**src/rtl/bcd_pkg.sv**
```systemverilog
// Shared constants and FSM encoding for the binary-to-BCD converter.
package bcd_pkg;

  localparam int DIGIT_W = 4;
  localparam logic [3:0] BCD_BLANK = 4'hF;

  typedef enum logic [1:0] {
    ST_IDLE  = 2'd0,
    ST_SHIFT = 2'd1,
    ST_DONE  = 2'd2
  } state_e;

  // Largest value representable in ndig decimal digits (10^ndig - 1).
  function automatic longint unsigned max_dec(input int ndig);
    longint unsigned acc;
    acc = 64'd1;
    for (int i = 0; i < ndig; i++) begin
      acc = acc * 64'd10;
    end
    return acc - 64'd1;
  endfunction

endpackage

```
**src/rtl/bcd_add3.sv**
```systemverilog
// Double-dabble digit correction: add 3 to a BCD digit that is 5 or more.
module bcd_add3
  import bcd_pkg::*;
(
  input  logic [DIGIT_W-1:0] din,
  output logic [DIGIT_W-1:0] dout
);

  // Pre-shift correction so the following left shift carries into the next digit.
  always_comb begin
    dout = din;
    if (din >= 4'd5) begin
      dout = din + 4'd3;
    end else begin
      dout = din;
    end
  end

endmodule

```
**src/rtl/bin_to_bcd.sv**
```systemverilog
// Sequential binary-to-BCD converter (shift-and-add-3), one bit per cycle,
// with an overflow indication that blanks all digits.
module bin_to_bcd
  import bcd_pkg::*;
#(
  parameter int BIN_W = 14,
  parameter int NDIG  = 4
) (
  input  logic                    clock,
  input  logic                    rst_n,
  input  logic                    start,
  input  logic [BIN_W-1:0]        bin,
  output logic                    busy,
  output logic                    done,
  output logic [DIGIT_W*NDIG-1:0] bcd,
  output logic                    ovf
);

  localparam int                       CNT_W    = $clog2(BIN_W + 1);
  localparam logic [CNT_W-1:0]         LAST_CNT = CNT_W'(BIN_W - 1);
  localparam longint unsigned          MAX_VAL  = max_dec(NDIG);
  localparam int                       SCR_W    = DIGIT_W * NDIG;

  state_e             state_r;
  logic [BIN_W-1:0]   shreg_r;
  logic [SCR_W-1:0]   scratch_r;
  logic [CNT_W-1:0]   cnt_r;
  logic               ovf_pend_r;

  logic [SCR_W-1:0]   adj_s;
  logic [SCR_W-1:0]   scratch_nxt_s;
  logic [BIN_W-1:0]   shreg_nxt_s;
  logic               accept_s;
  logic               start_ovf_s;

  // One add-3 corrector per decimal digit of the scratch register.
  for (genvar g = 0; g < NDIG; g++) begin : g_digit
    bcd_add3 u_add3 (
      .din  (scratch_r[g*DIGIT_W +: DIGIT_W]),
      .dout (adj_s[g*DIGIT_W +: DIGIT_W])
    );
  end

  // Next shift step, start acceptance and overflow decision on the incoming value.
  always_comb begin
    scratch_nxt_s = {adj_s[SCR_W-2:0], shreg_r[BIN_W-1]};
    shreg_nxt_s   = {shreg_r[BIN_W-2:0], 1'b0};
    accept_s      = start && (state_r != ST_SHIFT);
    if (64'(bin) > MAX_VAL) begin
      start_ovf_s = 1'b1;
    end else begin
      start_ovf_s = 1'b0;
    end
  end

  // Conversion FSM with registered busy/done and result outputs.
  always_ff @(posedge clock or negedge rst_n) begin
    if (!rst_n) begin
      state_r    <= ST_IDLE;
      shreg_r    <= '0;
      scratch_r  <= '0;
      cnt_r      <= '0;
      ovf_pend_r <= 1'b0;
      busy       <= 1'b0;
      done       <= 1'b0;
      bcd        <= '0;
      ovf        <= 1'b0;
    end else begin
      done <= 1'b0;
      case (state_r)
        ST_IDLE, ST_DONE: begin
          if (accept_s) begin
            state_r    <= ST_SHIFT;
            shreg_r    <= bin;
            scratch_r  <= '0;
            cnt_r      <= '0;
            ovf_pend_r <= start_ovf_s;
            busy       <= 1'b1;
          end else begin
            state_r <= ST_IDLE;
            busy    <= 1'b0;
          end
        end
        ST_SHIFT: begin
          scratch_r <= scratch_nxt_s;
          shreg_r   <= shreg_nxt_s;
          cnt_r     <= cnt_r + {{(CNT_W-1){1'b0}}, 1'b1};
          if (cnt_r == LAST_CNT) begin
            // Last shift: publish the result on the edge that enters DONE.
            state_r <= ST_DONE;
            busy    <= 1'b0;
            done    <= 1'b1;
            ovf     <= ovf_pend_r;
            if (ovf_pend_r) begin
              bcd <= {NDIG{BCD_BLANK}};
            end else begin
              bcd <= scratch_nxt_s;
            end
          end else begin
            state_r <= ST_SHIFT;
            busy    <= 1'b1;
          end
        end
        default: begin
          state_r <= ST_IDLE;
          busy    <= 1'b0;
        end
      endcase
    end
  end

endmodule

```
**config.mk**
```make
export PLATFORM = sky130hd
export DESIGN_NAME = bin_to_bcd
export DESIGN_NICKNAME = d
export VERILOG_FILES = /design/src/rtl/bcd_pkg.sv /design/src/rtl/bcd_add3.sv /design/src/rtl/bin_to_bcd.sv
export SDC_FILE = /design/constraint.sdc
export NUM_CORES = 1
export LEC_CHECK = 0
export ABC_AREA = 1
export CELL_PAD_IN_SITES_DETAIL_PLACEMENT = 0
export CELL_PAD_IN_SITES_GLOBAL_PLACEMENT = 1
export CORE_ASPECT_RATIO = 0.75
export CORE_MARGIN = 2
export CORE_UTILIZATION = 44
export DETAILED_ROUTE_END_ITERATION = 10
export PLACE_DENSITY = 0.91
export RECOVER_POWER = 100
export SLEW_MARGIN = 20
export SYNTH_ARGS = -nofsm -noshare
export SYNTH_HDL_FRONTEND = slang
export SYNTH_SLANG_ARGS = --single-unit
```
**constraint.sdc**
```tcl
create_clock -name clock -period 3.17 [get_ports clock]
set_clock_uncertainty 0.2 [all_clocks]
set_input_delay 0.634 -clock clock [delete_from_list [all_inputs] [get_ports clock]]
set_output_delay 0.634 -clock clock [all_outputs]
set_load 0.02 [all_outputs]
```
; Word level (Yosys, flattened, before mapping)
; Index checks and enable logic that the tools add are counted.
[word_totals]
reg_bits = 56
elab_cells = 51
[op_classes]
add_sub_neg = 5
magnitude_cmp = 5
eq_ne = 5
mux = 20
reduce_logical = 7
[op_table]
columns = operator, count
row1 = $mux W16, 2
row2 = $pmux W16 S2, 1
row3 = $pmux W14 S2, 1
row4 = $ge A4 B3 Y1 const B, 4
row5 = $mux W4, 4
row6 = $gt A14 B14 Y1 const B, 1
row7 = $mux W14, 1
row8 = $add A4 B2 Y4 const B, 3
row9 = $pmux W4 S2, 1
row10 = $mux W1, 6
row11 = $reduce_and A2 Y1, 3
row12 = $add A4 B1 Y4 const B, 1
row13 = $eq A4 B4 Y1 const B, 1
row14 = $pmux W2 S2, 1
row15 = $add A3 B2 Y3 const B, 1
row16 = $mux W3, 1
row17 = $eq A2 B1 Y1 const B, 1
row18 = $eq A2 B2 Y1 const B, 1
row19 = $logic_not A2 Y1, 1
row20 = $mux W2, 1
row21 = $ne A2 B1 Y1 const B, 1
row22 = $ne A2 B2 Y1 const B, 1
row23 = $pmux W1 S2, 1
row24 = $reduce_bool A2 Y1, 1
row25 = other kinds (2), 2

; Longest topological paths before layout
[logic_depth]
depth_word = 4
depth_mapped = 9

; Modules after synthesis
; From an unflattened synthesis, not the netlist that was laid out.
[unflattened]
hier_cells = 364
area_unflattened_um2 = 2905.3
[by_module_without_submodules]
columns = module, n_inst, cells_per_inst, area_per_inst_um2
row1 = bin_to_bcd, 1, 272, 2364.8
row2 = bcd_add3, 4, 23, 135.1

; Worst setup path after synthesis
; OpenSTA, ideal clock, no wires.
[synth_timing]
path_type = register -> register
from = register cnt_r[0]
to = register bcd[4]
t_arrival_ns = 1.195
path_slack_ns = 1.663
stages_incl_launch_ff = 9
path_buffers = 0
period_less_slack_ns = 1.507
cell_sequence = dfrtp_1 -> ha_1 -> nand2_2 -> nor2_4 -> nand2_4 -> clkinv_4 -> or2_1 -> nand2_1 -> inv_1
[synth_between]
elab_chain_len = 2
[synth_lines]
columns = element, line_no
row1 = "start, declared", bin_to_bcd.sv:27  ; logic [CNT_W-1:0] cnt_r;
row2 = "start signal, assigned", bin_to_bcd.sv:87  ; cnt_r <= cnt_r + {{(CNT_W-1){1'b0}}, 1'b1};
row3 = $eq A4 B4 Y1, bin_to_bcd.sv:88  ; if (cnt_r == LAST_CNT) begin
row4 = $reduce_and A2 Y1 (no source line), --
row5 = "end signal, assigned", bin_to_bcd.sv:95  ; bcd <= {NDIG{BCD_BLANK}};
row6 = "end signal, assigned", bin_to_bcd.sv:97  ; bcd <= scratch_nxt_s;
row7 = "end, declared", bin_to_bcd.sv:15  ; output logic [DIGIT_W*NDIG-1:0] bcd,
; No other way between the ends.
; A chain may end at the register's enable or synchronous reset.

; Worst setup path after layout
[layout_timing]
from = register state_r[0]
to = register bcd[8]
[layout_between]
elab_chain_len = 2
[layout_lines]
columns = element, line_no
row1 = "start, declared", bin_to_bcd.sv:24  ; state_e state_r;
row2 = "start signal, assigned", bin_to_bcd.sv:59  ; state_r <= ST_IDLE;
row3 = "start signal, assigned", bin_to_bcd.sv:73  ; state_r <= ST_SHIFT;
row4 = "start signal, assigned", bin_to_bcd.sv:80  ; state_r <= ST_IDLE;
row5 = $eq A2 B1 Y1, bin_to_bcd.sv:70  ; case (state_r)
row6 = $reduce_and A2 Y1 (no source line), --
; No other way between the ends.

==> flow_summary_export.csv <==
group,metric,value,unit
clock_tree,tritoncts,"yes",
floorplanning,die_y,71.5,um
pwr,clockPowerShare,12.4,%
synth,synth_top_area_share,50.5,%
min_path,hold_class,"primary input to async pin",
pwr,ir_worst_vdd,0.504,mV
timing,setup_tns,0,ns
clock_tree,cts_resized,0,
clock_tree,clock_path_buffers,2,
place,place_ws,0.563,ns
synth,synth_edf_count,0,
timing,fin_crit_sh,81.6,%
synth,ys_types,25,
final_layout,fin_area,0.00314,mm^2
detailed_routing,detail-route-antenna-nets,0,
synth,syn-num-nets,330,
grt,gr-usage-met1,27.1,%
clock_tree,cts_setup_buffers,0,
grt,grt_max_degree,43,
floorplanning,num_rows,24,
clock_tree,numClockSinks,54,
grt,grt_pass1_vias,2173,
clock_tree,root_buffer,"clkbuf_8",
grt,grt_usage,19.2,%
synth,ys_ff_latch,54,
synth,synth_area_leaders,"dfrtp_1 51%, nand2_1 9.1%, inv_1 5.8%",
detailed_routing,dr.pass1.iters,4,
synth,yosys-top-cells-count,"65 x nand2_1, 54 x dfrtp_1, 41 x inv_1, 26 x nand3_1, 23 x nor2_1",
worst_setup_path,cp_data_required_time,3.18,ns
pwr,comb_power_share,49.7,%
pwr,swShare,44.4,%
grt,grt_use_met3,3.58,%
worst_setup_path,crit_path_cell_trace,"nand2_1, inv_1, nand2_4, clkinv_4, or2_1, nand2_1, inv_1",
floorplanning,ioPinCount,36,
detailed_routing,first_iter_violations,135,
floorplanning,core,0.00586,mm^2
pwr,p_int,0.00178,W
timing,hold_viol,0,
synth,yosysWarnings,0,
timing,rsz0062_at_grt,"false",
clock_tree,numCtsBuffers,5,
timing,postLayoutSetupSlackWorst,0.585,ns
floorplanning,die-area,0.00672,mm^2
run,cap_violations,0,
outcome,outcome,"complete, no violations",
worst_setup_path,critical_path.max_fanout,30,
worst_setup_path,cp-start-kind,"flop",
grt,met2_usage,30.9,%
synth,ys_seq_area_share,50.5,%
place,place_hpwl,4.16,mm
grt,antenna_found_initial,0,
synth,yosysTopAreaCell,"dfrtp_1",
timing,fmax,0.387,GHz
pwr,p_seq_share,37.9,%
final_layout,layout-drive-gt1-share,7.69,%
grt,grt_pass1_wl,10.2,mm
worst_setup_path,cp.arrival,2.59,ns
synth,syn-cell-area,0.00267,mm^2
synth,syn_area_per_cell,8.82,um^2
synth,synth_most_common_cell,"nand2_1",
timing,finalSetupViolations,0,
synth,postSynthCellCount,303,
detailed_routing,wl_per_cell,13.8,um
detailed_routing,drc_errors,0,
floorplanning,die-width,94.0,um
worst_setup_path,cpPeakStageDelay,0.75,ns
detailed_routing,via_per_inst,5.05,
final_layout,n_antenna_cell,0,
detailed_routing,drt-total-wl,5.75,mm
pwr,p_sw,0.00142,W
worst_setup_path,crit_type,"flop to flop",
timing,tightestPinTransition,1.05,ns
timing,maxSlewHeadroom,30.3,%
clock_tree,postCtsHoldBufs,0,
floorplanning,initial_core_util,45.7,%
place,place_congestion,0.856,
timing,drv_slew,0,
final_layout,area_delta_synth_final,17.6,%
final_layout,final_nets,364,
grt,busiest_layer,"met2",
place,port_buffers,35,
pwr,power.leakage,1.49,nW
clock_tree,h-tree-depth,2,
pwr,power_density,1020,mW/mm^2
worst_setup_path,cp-end-kind,"flop",
detailed_routing,via_count,2100,
timing,layout_min_cycle_time,2.59,ns
synth,async_reset_ff_share,100,%
place,postPlaceCellArea,0.00306,mm^2
grt,overflow,0,
clock_tree,clock_latency,0.30,ns
clock_tree,clk_pin_slew_worst_paths,0.09,ns
worst_setup_path,critPathSlowestCell,"nand2_1",
synth,synth_flop_cell,"dfrtp_1",
placed cells by master (no fill, tap or decap), types with 2 or more instances in the layout:
cell             count
nand2_1             67
dfrtp_1             54
inv_1               42
nand3_1             26
nor2_1              23
dlygate4sd3_1       20
o21ai_0             18
clkdlybuf4s50_1     14
o221ai_1            12
a21oi_2             10
ha_1                10
nand4_1              8
a21oi_1              6
o22ai_1              6
clkbuf_8             6
nand2_2              2
or2_1                2
clkbuf_1             2
flip-flops by register name, summed over array words and instances, names as in the netlist:
name	flops
state_r	1
done	1
ovf	1
bcd	16
shreg_r	14
scratch_r	16
ovf_pend_r	1
cnt_r	4
worst paths after layout:
kind	start	to	slack, ns	cells past startpoint
setup / recovery	state_r[0]$_DFF_PN0_	bcd[8]$_DFFE_PN0P_	0.58	7
hold / removal	rst_n	bcd[6]$_DFFE_PN0P_	0.13	1
setup reg to reg	state_r[0]$_DFF_PN0_	bcd[8]$_DFFE_PN0P_	0.58	7
hold reg to reg	cnt_r[3]$_DFFE_PN0P_	cnt_r[3]$_DFFE_PN0P_	0.27	1
max in group asynchronous	rst_n	shreg_r[8]$_DFFE_PN0P_	1.17	2
min in group clock	cnt_r[3]$_DFFE_PN0P_	cnt_r[3]$_DFFE_PN0P_	0.27	1
per-layer routing:
metal / share of wire, % / vias up
met3: 3.2 / 9
met5: 0 / -
met1: 49 / 990
met4: 1.5 / 0
li1: - / 1066
met2: 47 / 35
layout make-up:
cell class                      count  area, um^2
Multi-Input combinational cell    195        1080
Clock buffer                        7        86.3
Sequential cell                    54        1350
Fill cell                         538        2710
Inverter                           44         170
Tap cell                           78        97.6
Clock inverter                      1        5.00
Timing Repair Buffer               37         357
per-stage QoR:
step	utilization, %	cells	total power [W]	hold slack (ns)
6_report	53.7	416	0.00320	0.134
5_1_grt	53.7	416	0.00351	0.198
4_1_cts	53.8	416	0.00328	0.00158
3_5_place_dp	52.3	408	0.00288	0.264
3_3_place_gp	52.3	408	0.00282	0.261
2_1_floorplan	-	303	0.00237	0.138
cell families (layout without fill, tap and decap cells):
kind of cell    after synthesis  in the layout  share of synthesized area [%]
compound gates               53             53                           13.4
flops                        54             54                           50.5
simple gates                131            131                           22.1
buf+inv                      54             89                           8.98
fa+ha+maj                    10             10                           4.68
xor+xnor                      1              1                          0.328
worst max-delay path: cells and delay by family (launching register included):
kind / cells / cell delay [ns]
and+or+nand+nor: 4 / 1.29
buffers and inverters: 3 / 0.57
DFF: 1 / 0.41
power by group through the flow:
| stage | Sequential, W | Combinational (W) | Clock, W |
|---|---|---|---|
| floorplan | 0.00132 | 0.00105 | 0 |
| finish | 0.00121 | 0.00159 | 0.000396 |
| global placement | 0.00122 | 0.00160 | 0 |
| CTS | 0.00122 | 0.00165 | 0.000404 |
| detailed placement | 0.00123 | 0.00164 | 0 |
| global route | 0.00126 | 0.00182 | 0.000435 |
No activity file was read; power rests on OpenSTA's default activity.
